## config.mk

```make
export PLATFORM = sky130hd
export DESIGN_NAME = sprite_eval_ctrl
export DESIGN_NICKNAME = d
export VERILOG_FILES = /design/src/rtl/sprite_pkg.sv /design/src/rtl/sprite_eval_ctrl_idx_ctr.sv /design/src/rtl/sprite_eval_ctrl.sv
export SDC_FILE = /design/constraint.sdc
export NUM_CORES = 1
export LEC_CHECK = 0
export BUFFER_PORTS_ARGS = -buffer_cell sky130_fd_sc_hd__buf_2
export CAP_MARGIN = 5
export CORE_UTILIZATION = 49
export DETAILED_ROUTE_END_ITERATION = 10
export GPL_ROUTABILITY_DRIVEN = 0
export PLACE_DENSITY_LB_ADDON = 0.12
export SETUP_SLACK_MARGIN = 0.15
export SLEW_MARGIN = 15
export SYNTH_ARGS = -nofsm -noshare
export SYNTH_HDL_FRONTEND = slang
export SYNTH_SLANG_ARGS = --single-unit
export TNS_END_PERCENT = 10
```

## constraint.sdc

```tcl
create_clock -name clk -period 2.03 [get_ports clk]
set_input_delay 0.1015 -clock clk [delete_from_list [all_inputs] [get_ports clk]]
set_output_delay 0.1015 -clock clk [all_outputs]
set_load 0.05 [all_outputs]
```

## src/rtl/sprite_pkg.sv

```systemverilog
// Shared definitions for the per-scanline sprite evaluation sequencer:
// geometry constants, derived widths and the evaluation FSM state type.
package sprite_pkg;

   localparam int NUM_SPRITES  = 256;
   localparam int MAX_PER_LINE = 8;
   localparam int SPRITE_H     = 16;
   localparam int Y_W          = 8;

   // Attribute RAM addresses and sprite indices are always carried on 8 bits.
   localparam int ADDR_W = 8;
   localparam int IDX_W  = (NUM_SPRITES > 1) ? $clog2(NUM_SPRITES) : 1;
   localparam int SLOT_W = (MAX_PER_LINE > 1) ? $clog2(MAX_PER_LINE) : 1;
   localparam int CNT_W  = SLOT_W + 1;

   // Index of the last sprite visited on a line.
   localparam logic [ADDR_W-1:0] LAST_IDX = ADDR_W'(NUM_SPRITES - 1);

   typedef enum logic [1:0] {
      IDLE  = 2'd0,
      SCAN  = 2'd1,
      DRAIN = 2'd2,
      FIN   = 2'd3
   } eval_state_t;

endpackage

```

## src/rtl/sprite_eval_ctrl_idx_ctr.sv

```systemverilog
// Sprite index counter: walks attribute RAM addresses, cleared when a new
// line evaluation starts, with a flag marking the last sprite index.
module sprite_idx_ctr
   import sprite_pkg::*;
(
   input  logic              clk,
   input  logic              rst_n,
   input  logic              i_clear,
   input  logic              i_inc,
   output logic [ADDR_W-1:0] o_idx,
   output logic              o_last
);

   logic [ADDR_W-1:0] r_idx;

   // Clear has priority so a new line always begins at sprite 0.
   always_ff @(posedge clk or negedge rst_n) begin
      if (!rst_n) begin
         r_idx <= '0;
      end else if (i_clear) begin
         r_idx <= '0;
      end else if (i_inc) begin
         r_idx <= r_idx + 1'b1;
      end
   end

   assign o_idx  = r_idx;
   assign o_last = (r_idx == LAST_IDX);

endmodule

```

## src/rtl/sprite_eval_ctrl.sv

```systemverilog
// Per-scanline sprite evaluation sequencer. Reads every sprite's attributes
// once per line (one read per cycle, response one cycle later), tests each
// sprite for vertical coverage of the line and hands up to MAX_PER_LINE hits
// to the line sprite buffer in ascending index order. A further covering
// sprite flags overflow and ends the scan early.
module sprite_eval_ctrl
   import sprite_pkg::*;
(
   input  logic              clk,
   input  logic              rst_n,
   input  logic              i_start,
   input  logic [Y_W-1:0]    i_line_y,
   output logic              o_attr_rd_en,
   output logic [ADDR_W-1:0] o_attr_addr,
   input  logic [Y_W-1:0]    i_attr_y,
   input  logic              i_attr_en,
   output logic              o_hit_valid,
   output logic [ADDR_W-1:0] o_hit_idx,
   output logic [SLOT_W-1:0] o_hit_slot,
   output logic [CNT_W-1:0]  o_hit_count,
   output logic              o_overflow,
   output logic              o_busy,
   output logic              o_done
);

   localparam logic [CNT_W-1:0] MAX_CNT = CNT_W'(MAX_PER_LINE);
   localparam logic [Y_W:0]     HEIGHT  = (Y_W + 1)'(SPRITE_H);

   eval_state_t       r_state;
   eval_state_t       w_nextState;
   logic [Y_W-1:0]    r_lineY;
   logic              r_evalValid;
   logic [ADDR_W-1:0] r_evalIdx;
   logic [CNT_W-1:0]  r_hitCount;
   logic              r_overflow;

   logic              w_startAccept;
   logic              w_issue;
   logic              w_evalActive;
   logic              w_cover;
   logic              w_slotFree;
   logic              w_hit;
   logic              w_overflowHit;
   logic [ADDR_W-1:0] w_idx;
   logic              w_idxLast;
   logic [Y_W:0]      w_spriteTop;
   logic [Y_W:0]      w_spriteEnd;
   logic [Y_W:0]      w_line;

   // A start is only honoured from IDLE; anything else is silently dropped.
   assign w_startAccept = (r_state == IDLE) && i_start;

   // Coverage is computed one bit wider than Y so a sprite near the bottom
   // of the Y range never wraps round to cover the top lines.
   assign w_spriteTop = {1'b0, i_attr_y};
   assign w_spriteEnd = w_spriteTop + HEIGHT;
   assign w_line      = {1'b0, r_lineY};
   assign w_cover     = i_attr_en && (w_spriteTop <= w_line) && (w_line < w_spriteEnd);

   // The RAM response belongs to the read issued in the previous cycle.
   assign w_evalActive  = r_evalValid && ((r_state == SCAN) || (r_state == DRAIN));
   assign w_slotFree    = (r_hitCount < MAX_CNT);
   assign w_hit         = w_evalActive && w_cover && w_slotFree;
   assign w_overflowHit = w_evalActive && w_cover && !w_slotFree;

   // Reads stop in the very cycle overflow is seen so no further sprite is
   // fetched once the line is full.
   assign w_issue = (r_state == SCAN) && !w_overflowHit;

   sprite_idx_ctr u_idxCtr (
      .clk     (clk),
      .rst_n   (rst_n),
      .i_clear (w_startAccept),
      .i_inc   (w_issue),
      .o_idx   (w_idx),
      .o_last  (w_idxLast)
   );

   // Next-state decode: overflow ends the scan ahead of the last index.
   always_comb begin
      w_nextState = r_state;
      case (r_state)
         IDLE:    if (i_start) w_nextState = SCAN;
         SCAN: begin
            if (w_overflowHit) begin
               w_nextState = FIN;
            end else if (w_idxLast) begin
               w_nextState = DRAIN;
            end
         end
         DRAIN:   w_nextState = FIN;
         FIN:     w_nextState = IDLE;
         default: w_nextState = IDLE;
      endcase
   end

   // State register and per-line bookkeeping (line latch, eval pipe, results).
   always_ff @(posedge clk or negedge rst_n) begin
      if (!rst_n) begin
         r_state     <= IDLE;
         r_lineY     <= '0;
         r_evalValid <= 1'b0;
         r_evalIdx   <= '0;
         r_hitCount  <= '0;
         r_overflow  <= 1'b0;
      end else begin
         r_state     <= w_nextState;
         r_evalValid <= w_issue;
         if (w_issue) begin
            r_evalIdx <= w_idx;
         end
         if (w_startAccept) begin
            r_lineY    <= i_line_y;
            r_hitCount <= '0;
            r_overflow <= 1'b0;
         end else begin
            if (w_hit) begin
               r_hitCount <= r_hitCount + 1'b1;
            end
            if (w_overflowHit) begin
               r_overflow <= 1'b1;
            end
         end
      end
   end

   assign o_attr_rd_en = w_issue;
   assign o_attr_addr  = w_issue ? w_idx : '0;
   assign o_hit_valid  = w_hit;
   assign o_hit_idx    = r_evalIdx;
   assign o_hit_slot   = r_hitCount[SLOT_W-1:0];
   assign o_hit_count  = r_hitCount;
   assign o_overflow   = r_overflow;
   assign o_busy       = (r_state != IDLE);
   assign o_done       = (r_state == FIN);

endmodule

```

### After elaboration in Yosys (flattened, before gate mapping)

Index checks and enable logic that the tools add are counted.
W data, S select, Z words.

* add/sub/neg operators: 3
* $lt $le $gt $ge: 3
* equality and inequality tests: 6
* muxes and demuxes: 11
* reductions and logical operators: 17

Operators with widths (count)
* $mux W8: 3
* $add A8 B5 Y9 const B: 1
* $lt A8 B9 Y1: 1
* $add A8 B1 Y8 const B: 1
* $eq A8 B8 Y1 const B: 1
* $le A8 B8 Y1: 1
* $logic_and A1 B1 Y1: 8
* $mux W4: 2
* $pmux W2 S4: 1
* $reduce_bool A2 Y1: 4
* $mux W2: 3
* $add A4 B1 Y4 const B: 1
* $eq A2 B2 Y1 const B: 2
* $lt A4 B4 Y1 const B: 1
* $ne A3 B2 Y1 const B: 1
* $eq A2 B1 Y1 const B: 1
* $logic_not A1 Y1: 2
* $logic_not A2 Y1: 1
* $mux W1: 2
* $ne A2 B2 Y1 const B: 1
* $reduce_and A2 Y1: 1
* $logic_or A1 B1 Y1: 1

* flip-flop bits (word level): 32
* input bits: 20

### Depth between registers and ports, before layout

Gate-level depths: netlist (run 1).

* depth in word-level cells: 9
* depth in mapped cells: 10
* mapped depth without buffers: 8

### Hierarchy

From an unflattened synthesis (run 1), not the netlist that was laid out.

* cell total of the unflattened synthesis: 200
* area total of the unflattened synthesis: 1964.4 µm²

By module, submodules not included
* sprite_eval_ctrl: times used 1, cells each 161, area an instance 1567.8 µm²
* sprite_idx_ctr: times used 1, cells each 39, area an instance 396.6 µm²

### Worst setup path before layout (run 1)

OpenSTA, ideal clock, no wires.

* path kind: reg2out
* start: register r_lineY[3]
* end: output port o_hit_valid
* arrival time: 2799 ps
* data required time: 1929 ps
* setup slack: -871 ps
* stages on the path, launching flop included: 6
* cells stage by stage: dfrtp_1 > ha_1 > and4_1 > nand2b_1 > a221oi_2 > nor4bb_1

* cells in the longest elaborated chain, start to end: 5

RTL lines
* start, declared: RTL line sprite_eval_ctrl.sv:31 `logic [Y_W-1:0] r_lineY;`
* start signal, assigned: RTL line sprite_eval_ctrl.sv:113 `r_lineY <= i_line_y;`
* $le A8 B8 Y1: RTL line sprite_eval_ctrl.sv:58 `assign w_cover = i_attr_en && (w_spriteTop <= w_line) && (w_line < w_spriteEnd);`
* $logic_and A1 B1 Y1: RTL line sprite_eval_ctrl.sv:58
* $logic_and A1 B1 Y1 *: RTL line sprite_eval_ctrl.sv:58
* $logic_and A1 B1 Y1 * (2 in a row): RTL line sprite_eval_ctrl.sv:63 `assign w_hit = w_evalActive && w_cover && w_slotFree;`
* end, declared: RTL line sprite_eval_ctrl.sv:17 `output logic o_hit_valid,`

Mark *: on every way between the ends. The rest lies on a longest branch, timed or not.

### Worst setup path after layout (run 1)

* start: register r_lineY[7]
* end: output port o_attr_addr[5]

* cells in the longest elaborated chain, start to end: 8

RTL lines
* $le A8 B8 Y1: RTL line sprite_eval_ctrl.sv:58
* $logic_and A1 B1 Y1: RTL line sprite_eval_ctrl.sv:58
* $logic_and A1 B1 Y1 *: RTL line sprite_eval_ctrl.sv:58
* $logic_and A1 B1 Y1 * (2 in a row): RTL line sprite_eval_ctrl.sv:64 `assign w_overflowHit = w_evalActive && w_cover && !w_slotFree;`
* $logic_not A1 Y1 *: RTL line sprite_eval_ctrl.sv:68 `assign w_issue = (r_state == SCAN) && !w_overflowHit;`
* $logic_and A1 B1 Y1 *: RTL line sprite_eval_ctrl.sv:68
* $mux W8 *: RTL line sprite_eval_ctrl.sv:128 `assign o_attr_addr = w_issue ? w_idx : '0;`
* end, declared: RTL line sprite_eval_ctrl.sv:14 `output logic [ADDR_W-1:0] o_attr_addr,`

Marked as above.

==> results of run 1 <==
-- cell usage in the layout, fill, tap and decap left out, types with 3 or more instances in the layout --
cell      instances
nand2b_1          6
buf_4            33
nand2_1          24
buf_12            3
dfrtp_1          32
ha_4              7
a21oi_2           6
o21ai_1           5
and2_4            8
nand4_1           5
o21ai_0          10
mux2_2            9
mux2i_1           6
inv_2             4
ha_1             16
buf_2            38
nand3_1           5
inv_1            14
clkbuf_8          6
buf_6             9
a21oi_1           9
-- sequential cells by signal (all words and copies together), names as in the netlist --
| name | cells |
|---|---|
| o_hit_idx | 8 |
| u_idxCtr.o_idx | 8 |
| r_evalValid | 1 |
| r_lineY | 8 |
| o_hit_count | 4 |
| o_overflow | 1 |
| r_state | 2 |
-- worst max path at each step --
stage	from	to	slack, ns	cells past startpoint
floorplan	r_lineY[3]	o_attr_addr[1]	-0.09	9
global placement	i_attr_y[4]	o_attr_addr[0]	-0.74	10
detailed placement	i_attr_y[4]	o_attr_addr[0]	-0.77	10
CTS	r_lineY[7]	o_attr_addr[3]	-0.40	10
global route	r_lineY[7]	o_attr_addr[5]	-0.48	10
finish	r_lineY[7]	o_attr_addr[5]	-0.41	10
-- power by group through the flow --
| stage | clock network (mW) | registers (mW) | logic (mW) |
|---|---|---|---|
| 2_1_floorplan | 0 | 1.09 | 1.08 |
| 3_3_place_gp | 0 | 0.965 | 1.65 |
| 3_5_place_dp | 0 | 0.974 | 1.67 |
| 4_1_cts | 0.538 | 0.972 | 1.97 |
| 5_1_grt | 0.560 | 0.997 | 2.32 |
| 6_report | 0.527 | 0.981 | 2.12 |
-- logic make-up (layout without fill, tap and decap cells) --
| group | count (synthesis) | in the layout |
|---|---|---|
| xor+xnor | 2 | 2 |
| mux | 15 | 15 |
| compound gates | 46 | 47 |
| flops | 32 | 32 |
| buf+inv | 30 | 110 |
| simple gates | 66 | 66 |
| fa+ha+maj | 23 | 23 |
-- through the flow --
step	instances	worst slack, ns	cell area (um2)	total power, mW	setup TNS, ns
floorplan	214	-0.0939	2120	2.17	-0.896
global placement	325	-0.737	2530	2.61	-14.33
detailed placement	325	-0.770	2530	2.65	-15.14
CTS	342	-0.399	2900	3.48	-8.54
global route	345	-0.484	2970	3.88	-10.64
finish	345	-0.405	2970	3.63	-7.84
-- what timing repair did --
action,in CTS,in global routing
buffers inserted,7,3
resized for setup,39,12
hold endpoints to repair,32,0
gates cloned,1,0
setup endpoints to repair,34,34
hold buffers,1,0
pin swaps,7,5
-- cell type report --
type	count	area share, %
clock buffer	7	2.91
clock inverter	1	0.253
inverter	18	2.28
multi-input combinational	153	45.0
sequential	32	27.0
tap	50	2.11
timing repair buffer	84	20.5
-- routing by layer --
| metal | vias to the layer above | track usage, % | share of wire, % |
|---|---|---|---|
| li1 | 908 | - | - |
| met1 | 902 | 31.6 | 48 |
| met2 | 50 | 37.1 | 47 |
| met3 | 9 | 6.51 | 4.2 |
| met4 | 0 | 7.71 | 1.4 |
| met5 | - | 0 | 0 |
-- worst max-delay path, delay by kind of cell, from the launching register on --
family          cells  cell delay, ns
simple gates        4            0.75
flops               1            0.37
buf+inv             3            0.36
compound gates      2            0.30
fa+ha+maj           1            0.27
==> reports/results.tsv, run 1 <==
stage	metric	value	unit
grt	All-Layer GR Usage	23.8	%
pwr	combinational share of power	58.5	%
finish	Syn-to-layout area delta	44.1	%
worst_hold_path	Worst Hold End	r_lineY[0]	
placed_design	post-DP HPWL	3090	um
worst_setup_path	R2R setup slack	-0.29	ns
synth	mux contribution to synthesized area	7.83	%
worst_setup_path	R2R Path End	o_hit_idx[3]	
finish	final core occ	73.7	%
synth	most instantiated library cell after synthesis	dfrtp_1	
synth	syn avg cell area	9.63	um2
pwr	Clock power frac	14.5	%
clock_tree	CTS Buf Count	5	
synth	syn_nets	257	
floorplanning	Placeable Area	4030	um2
clock_tree	H-tree Lvls	2	
synth	fraction of registers with async set/reset	100	%
sta	Final setup viols	33	
job	max-cap viol count	0	
worst_setup_path	path type of the worst setup path	reg -> out	
finish	share of cells above drive strength 1	45.8	%
sta	slew margin rel.	49.3	%
synth	Post-Syn Instances	214	
pwr	sequential share of power	27.0	%
worst_hold_path	Hold Crit Depth	3	
placed_design	I/O Buffers	47	
grt	grt total ovfl	0	
floorplanning	initial cell density of the core	51.1	%
finish	sequential cell area	801	um2
worst_setup_path	Worst Path Required	1.93	ns
clock_tree	CTS max path bufs	2	
pwr	LEAKAGE	1.48	nW
drt	first drt pass iteration count	4	
drt	Initial DRC Count	121	
grt	global-route wire length before repair	7840	um
drt	Post-Route WL	5220	um
worst_hold_path	min-delay worst type	in -> reg	
sta	final hold violations	0	
drt	via count	1869	
floorplanning	# rows	23	
synth	simple-gate share of the synthesized area	17.5	%
drt	vias per std cell	5.42	
finish	Multi-input gate area	1340	um2
grt	initial antenna violation count	0	
drt	DRC	0	
outcome	violated checks	setup timing	
synth	largest family of logic cells by synthesized area	simple AND/OR/NAND/NOR gates	
pwr	PD cells	1220	nW/um2
synth	synthesized area	2060	um2
sta	Setup Skew	0.00725	ns
synth	Seq/Total Area, Yosys	38.9	%
clock_tree	clk root buf	clkbuf_8	
sta	worst setup margin	-0.405	ns
sta	Slew Viols, Final	0	
pwr	internal power	2.07	mW
grt	pin count of the biggest net entering global routing	33	
synth	Post-synth top cells	dfrtp_1, nand2_1, ha_1	
pwr	net switching power	1.56	mW
outcome	status	complete, but fails checks	
synth	Yosys reg bits	32	
drt	wire length per cell	15.1	um
sta	achievable frequency	411	MHz
worst_setup_path	Startpoint Class	flop	
finish	Fill cells	313	
clock_tree	clock-pin slew on the worst setup and hold paths	0.07	ns
worst_setup_path	crit end category	primary output	
pwr	Max VDD drop	0.000816	V
sta	Worst-Margin Slew	0.760	ns
worst_hold_path	hold wc startpoint	i_line_y[0]	
sta	Final min period	2.44	ns
worst_setup_path	r2r startpoint	r_lineY[1]	
synth	Post-synth EDFFs	0	
synth	ranking of synthesized cells by area	dfrtp_1, ha_1, mux2_2	
floorplanning	Die ar.	4470	um2
clock_tree	CTS Sinks	32	
synth	top_reg_cell synth	dfrtp_1	
synth	Yosys cell types	41	
synth	compound-gate portion of the synthesized area	14.1	%
worst_setup_path	crit path max fanout	10	
clock_tree	CTS tree	yes	
worst_setup_path	crit-path cells	inv_2 -> ha_4 -> nand4_1 -> nand2b_4 -> a221oi_4 -> and4_4 -> a21boi_4 -> buf_12 -> and2_4 -> buf_6	
synth	post-synth top area share	38.9	%
grt	number of global-route vias before repair	1691	
floorplanning	num ports	48	
sta	RSZ-0062 raised after global routing	true	
finish	nets	337	
worst_setup_path	r2r worst-path depth	9	
synth	Synth Area in XOR/XNOR	0.850	%
synth	largest area contributor in the netlist	dfrtp_1	
drt	Antenna Violating Nets Remaining	0	
worst_setup_path	slowest stage delay, CP	0.37	ns
sta	Hold Slack	0.0116	ns
worst_setup_path	arrival time worst endpoint	2.33	ns
finish	Antenna Cells	0	
worst_setup_path	Critical Path Slowest Stage Cell	dfrtp_1	
pwr	Switching Share	42.9	%
sta	period utilization	120	%
floorplanning	Die Wd	66.9	um
floorplanning	Die Y	66.9	um
synth	yosys synthesis warning count	0	
synth	adder-cell share of the synthesized area	14.0	%
clock_tree	Skew-Pair Late Insertion Delay	0.29	ns
(Power assumes the default switching activity.)
==> run 2, diff against run 1 <==
Settings changed: BUFFER_PORTS_ARGS -buffer_cell sky130_fd_sc_hd__buf_2 to not set, CORE_UTILIZATION 49 to 57, DONT_BUFFER_PORTS set to 1.
==> reports/results.tsv, run 2 (same netlist as run 1, synthesis figures left out) <==
stage	metric	value	unit	change
floorplanning	# rows	21		was 23
sta	final hold violations	0		unchanged
clock_tree	H-tree Lvls	2		unchanged
finish	Antenna Cells	0		unchanged
grt	All-Layer GR Usage	28.0	%	was 23.8%
floorplanning	Die Y	62.1	um	was 66.9 um
finish	Fill cells	222		was 313
outcome	violated checks	setup timing		unchanged
drt	first drt pass iteration count	4		unchanged
clock_tree	CTS Sinks	32		unchanged
placed_design	post-DP HPWL	3080	um	was 3090 um
finish	sequential cell area	801	um2	unchanged
worst_setup_path	arrival time worst endpoint	2.40	ns	was 2.33 ns
sta	Final min period	2.50	ns	was 2.44 ns
worst_setup_path	Startpoint Class	flop		unchanged
worst_setup_path	path type of the worst setup path	reg -> out		unchanged
drt	Antenna Violating Nets Remaining	0		unchanged
worst_setup_path	crit path max fanout	10		unchanged
clock_tree	CTS max path bufs	2		unchanged
finish	Syn-to-layout area delta	29.6	%	was 44.1%
worst_setup_path	R2R Path End	o_hit_idx[6]		was o_hit_idx[3]
drt	wire length per cell	16.6	um	was 15.1 um
floorplanning	Placeable Area	3390	um2	was 4030 um2
worst_hold_path	hold wc startpoint	i_start		was i_line_y[0]
clock_tree	Skew-Pair Late Insertion Delay	0.35	ns	was 0.29 ns
drt	DRC	0		unchanged
clock_tree	clk root buf	clkbuf_4		was clkbuf_8
worst_hold_path	min-delay worst type	in -> reg		unchanged
placed_design	I/O Buffers	0		was 47
floorplanning	num ports	48		unchanged
finish	nets	292		was 337
worst_hold_path	Worst Hold End	r_state[0]		was r_lineY[0]
floorplanning	initial cell density of the core	60.8	%	was 51.1%
grt	number of global-route vias before repair	1878		was 1691
drt	vias per std cell	5.87		was 5.42
worst_setup_path	Worst Path Required	1.93	ns	about the same
sta	achievable frequency	399	MHz	was 411 MHz
grt	global-route wire length before repair	8410	um	was 7840 um
sta	period utilization	123	%	was 120%
sta	Final setup viols	34		was 33
worst_setup_path	Critical Path Slowest Stage Cell	dfrtp_1		unchanged
clock_tree	clock-pin slew on the worst setup and hold paths	0.11	ns	was 0.07 ns
sta	setup_tns	-10.08	ns	was -7.84 ns
worst_setup_path	crit-path cells	inv_1 -> ha_4 -> nand4_1 -> nand2b_4 -> a221oi_4 -> and4_4 -> a21boi_4 -> buf_12 -> and2_4		was inv_2 -> ha_4 -> nand4_1 -> nand2b_4 -> a221oi_4 -> and4_4 -> a21boi_4 -> buf_12 -> and2_4 -> buf_6
floorplanning	Die Wd	62.1	um	was 66.9 um
floorplanning	Die ar.	3860	um2	was 4470 um2
drt	Initial DRC Count	87		was 121
pwr	PD cells	1280	nW/um2	was 1220 nW/um2
sta	Setup Skew	0.0141	ns	was 0.00725 ns
worst_setup_path	slowest stage delay, CP	0.36	ns	was 0.37 ns
sta	slew margin rel.	51.6	%	was 49.3%
grt	initial antenna violation count	0		unchanged
sta	Hold Slack	0.172	ns	was 0.0116 ns
drt	Post-Route WL	4920	um	was 5220 um
pwr	Max VDD drop	0.000787	V	was 0.000816 V
sta	Slew Viols, Final	0		unchanged
finish	final core occ	78.8	%	was 73.7%
finish	highest-count cells in the layout ignoring fill and taps	dfrtp_1, buf_4, nand2_1		was buf_2, buf_4, dfrtp_1
grt	pin count of the biggest net entering global routing	33		unchanged
finish	Multi-input gate area	1270	um2	was 1340 um2
worst_setup_path	r2r startpoint	r_lineY[1]		unchanged
clock_tree	CTS tree	yes		unchanged
sta	RSZ-0062 raised after global routing	true		unchanged
grt	grt total ovfl	0		unchanged
worst_hold_path	Hold Crit Depth	4		was 3
pwr	LEAKAGE	1.27	nW	was 1.48 nW
worst_setup_path	R2R setup slack	-0.37	ns	was -0.29 ns
finish	share of cells above drive strength 1	28.4	%	was 45.8%
worst_setup_path	crit end category	primary output		unchanged
sta	Worst-Margin Slew	0.726	ns	was 0.760 ns
finish	commonest non-fill, non-tap cell in the layout	dfrtp_1		was buf_2
sta	worst setup margin	-0.473	ns	was -0.405 ns
job	max-cap viol count	0		unchanged
worst_setup_path	r2r worst-path depth	8		was 9
outcome	status	complete, but fails checks		unchanged
drt	via count	1737		was 1869
clock_tree	CTS Buf Count	5		unchanged
==> run 2: final cells by class <==
| cell class | instances | share of cell area (%) |
|---|---|---|
| clock inverter | 2 | 1.31 |
| sequential | 32 | 30.0 |
| multi-input combinational | 152 | 47.4 |
| clock buffer | 6 | 1.55 |
| timing repair buffer | 40 | 15.0 |
| tap | 46 | 2.16 |
| inverter | 18 | 2.53 |
==> run 2: report_power, final <==
part	total (mW)	internal [mW]	switching, mW
combinational	1.83	0.875	0.956
clock	0.495	0.258	0.237
sequential	1.08	0.816	0.268
total	3.41	1.95	1.46
==> run 2: layer usage <==
| layer | up-vias | GRT usage [%] | wire length, um | share of wire, % |
|---|---|---|---|---|
| met1 | 844 | 31.8 | 2080 | 42 |
| met5 | - | 0 | 0 | 0 |
| met4 | 0 | 16.3 | 141 | 2.9 |
| met3 | 14 | 6.07 | 253 | 5.1 |
| met2 | 60 | 48.2 | 2440 | 50 |
| li1 | 819 | - | - | - |
==> run 2: timing repair <==
item,CTS,global route
endpoints found under the setup margin,34,37
gates resized for setup,13,3
hold buffers,10,0
cloned,1,0
hold endpoints to repair,40,0
pin swaps,7,5
buffers inserted,3,0
==> run 2: through the flow <==
| step | power, mW | instance area, um2 | cells | setup slack (ns) |
|---|---|---|---|---|
| 4_1_cts | 3.36 | 2650 | 296 | -0.409 |
| 3_5_place_dp | 2.62 | 2320 | 274 | -0.227 |
| 3_3_place_gp | 2.56 | 2320 | 274 | -0.165 |
| 5_1_grt | 3.65 | 2670 | 296 | -0.593 |
| 6_report | 3.41 | 2670 | 296 | -0.473 |
| 2_1_floorplan | 2.17 | 2120 | 214 | -0.0939 |
==> run 2: worst max path at each step <==
stage	start	end	slack [ns]	cells after the start
4_1_cts	r_lineY[1]	o_attr_addr[5]	-0.41	8
3_3_place_gp	r_lineY[1]	o_hit_idx[6]	-0.16	8
2_1_floorplan	r_lineY[3]	o_attr_addr[1]	-0.09	9
3_5_place_dp	r_lineY[7]	o_hit_count[2]	-0.23	9
5_1_grt	r_lineY[7]	o_attr_addr[5]	-0.59	9
6_report	r_lineY[5]	o_attr_addr[5]	-0.47	9
==> run 2: worst max-delay path: cells and delay by family, from the launching register on <==
kind	cells	cell delay, ns
AO/OA/AOI/OAI	2	0.31
adder cells (fa/ha/maj)	1	0.28
buffers and inverters	2	0.26
flip-flops	1	0.36
AND/OR/NAND/NOR	4	0.86
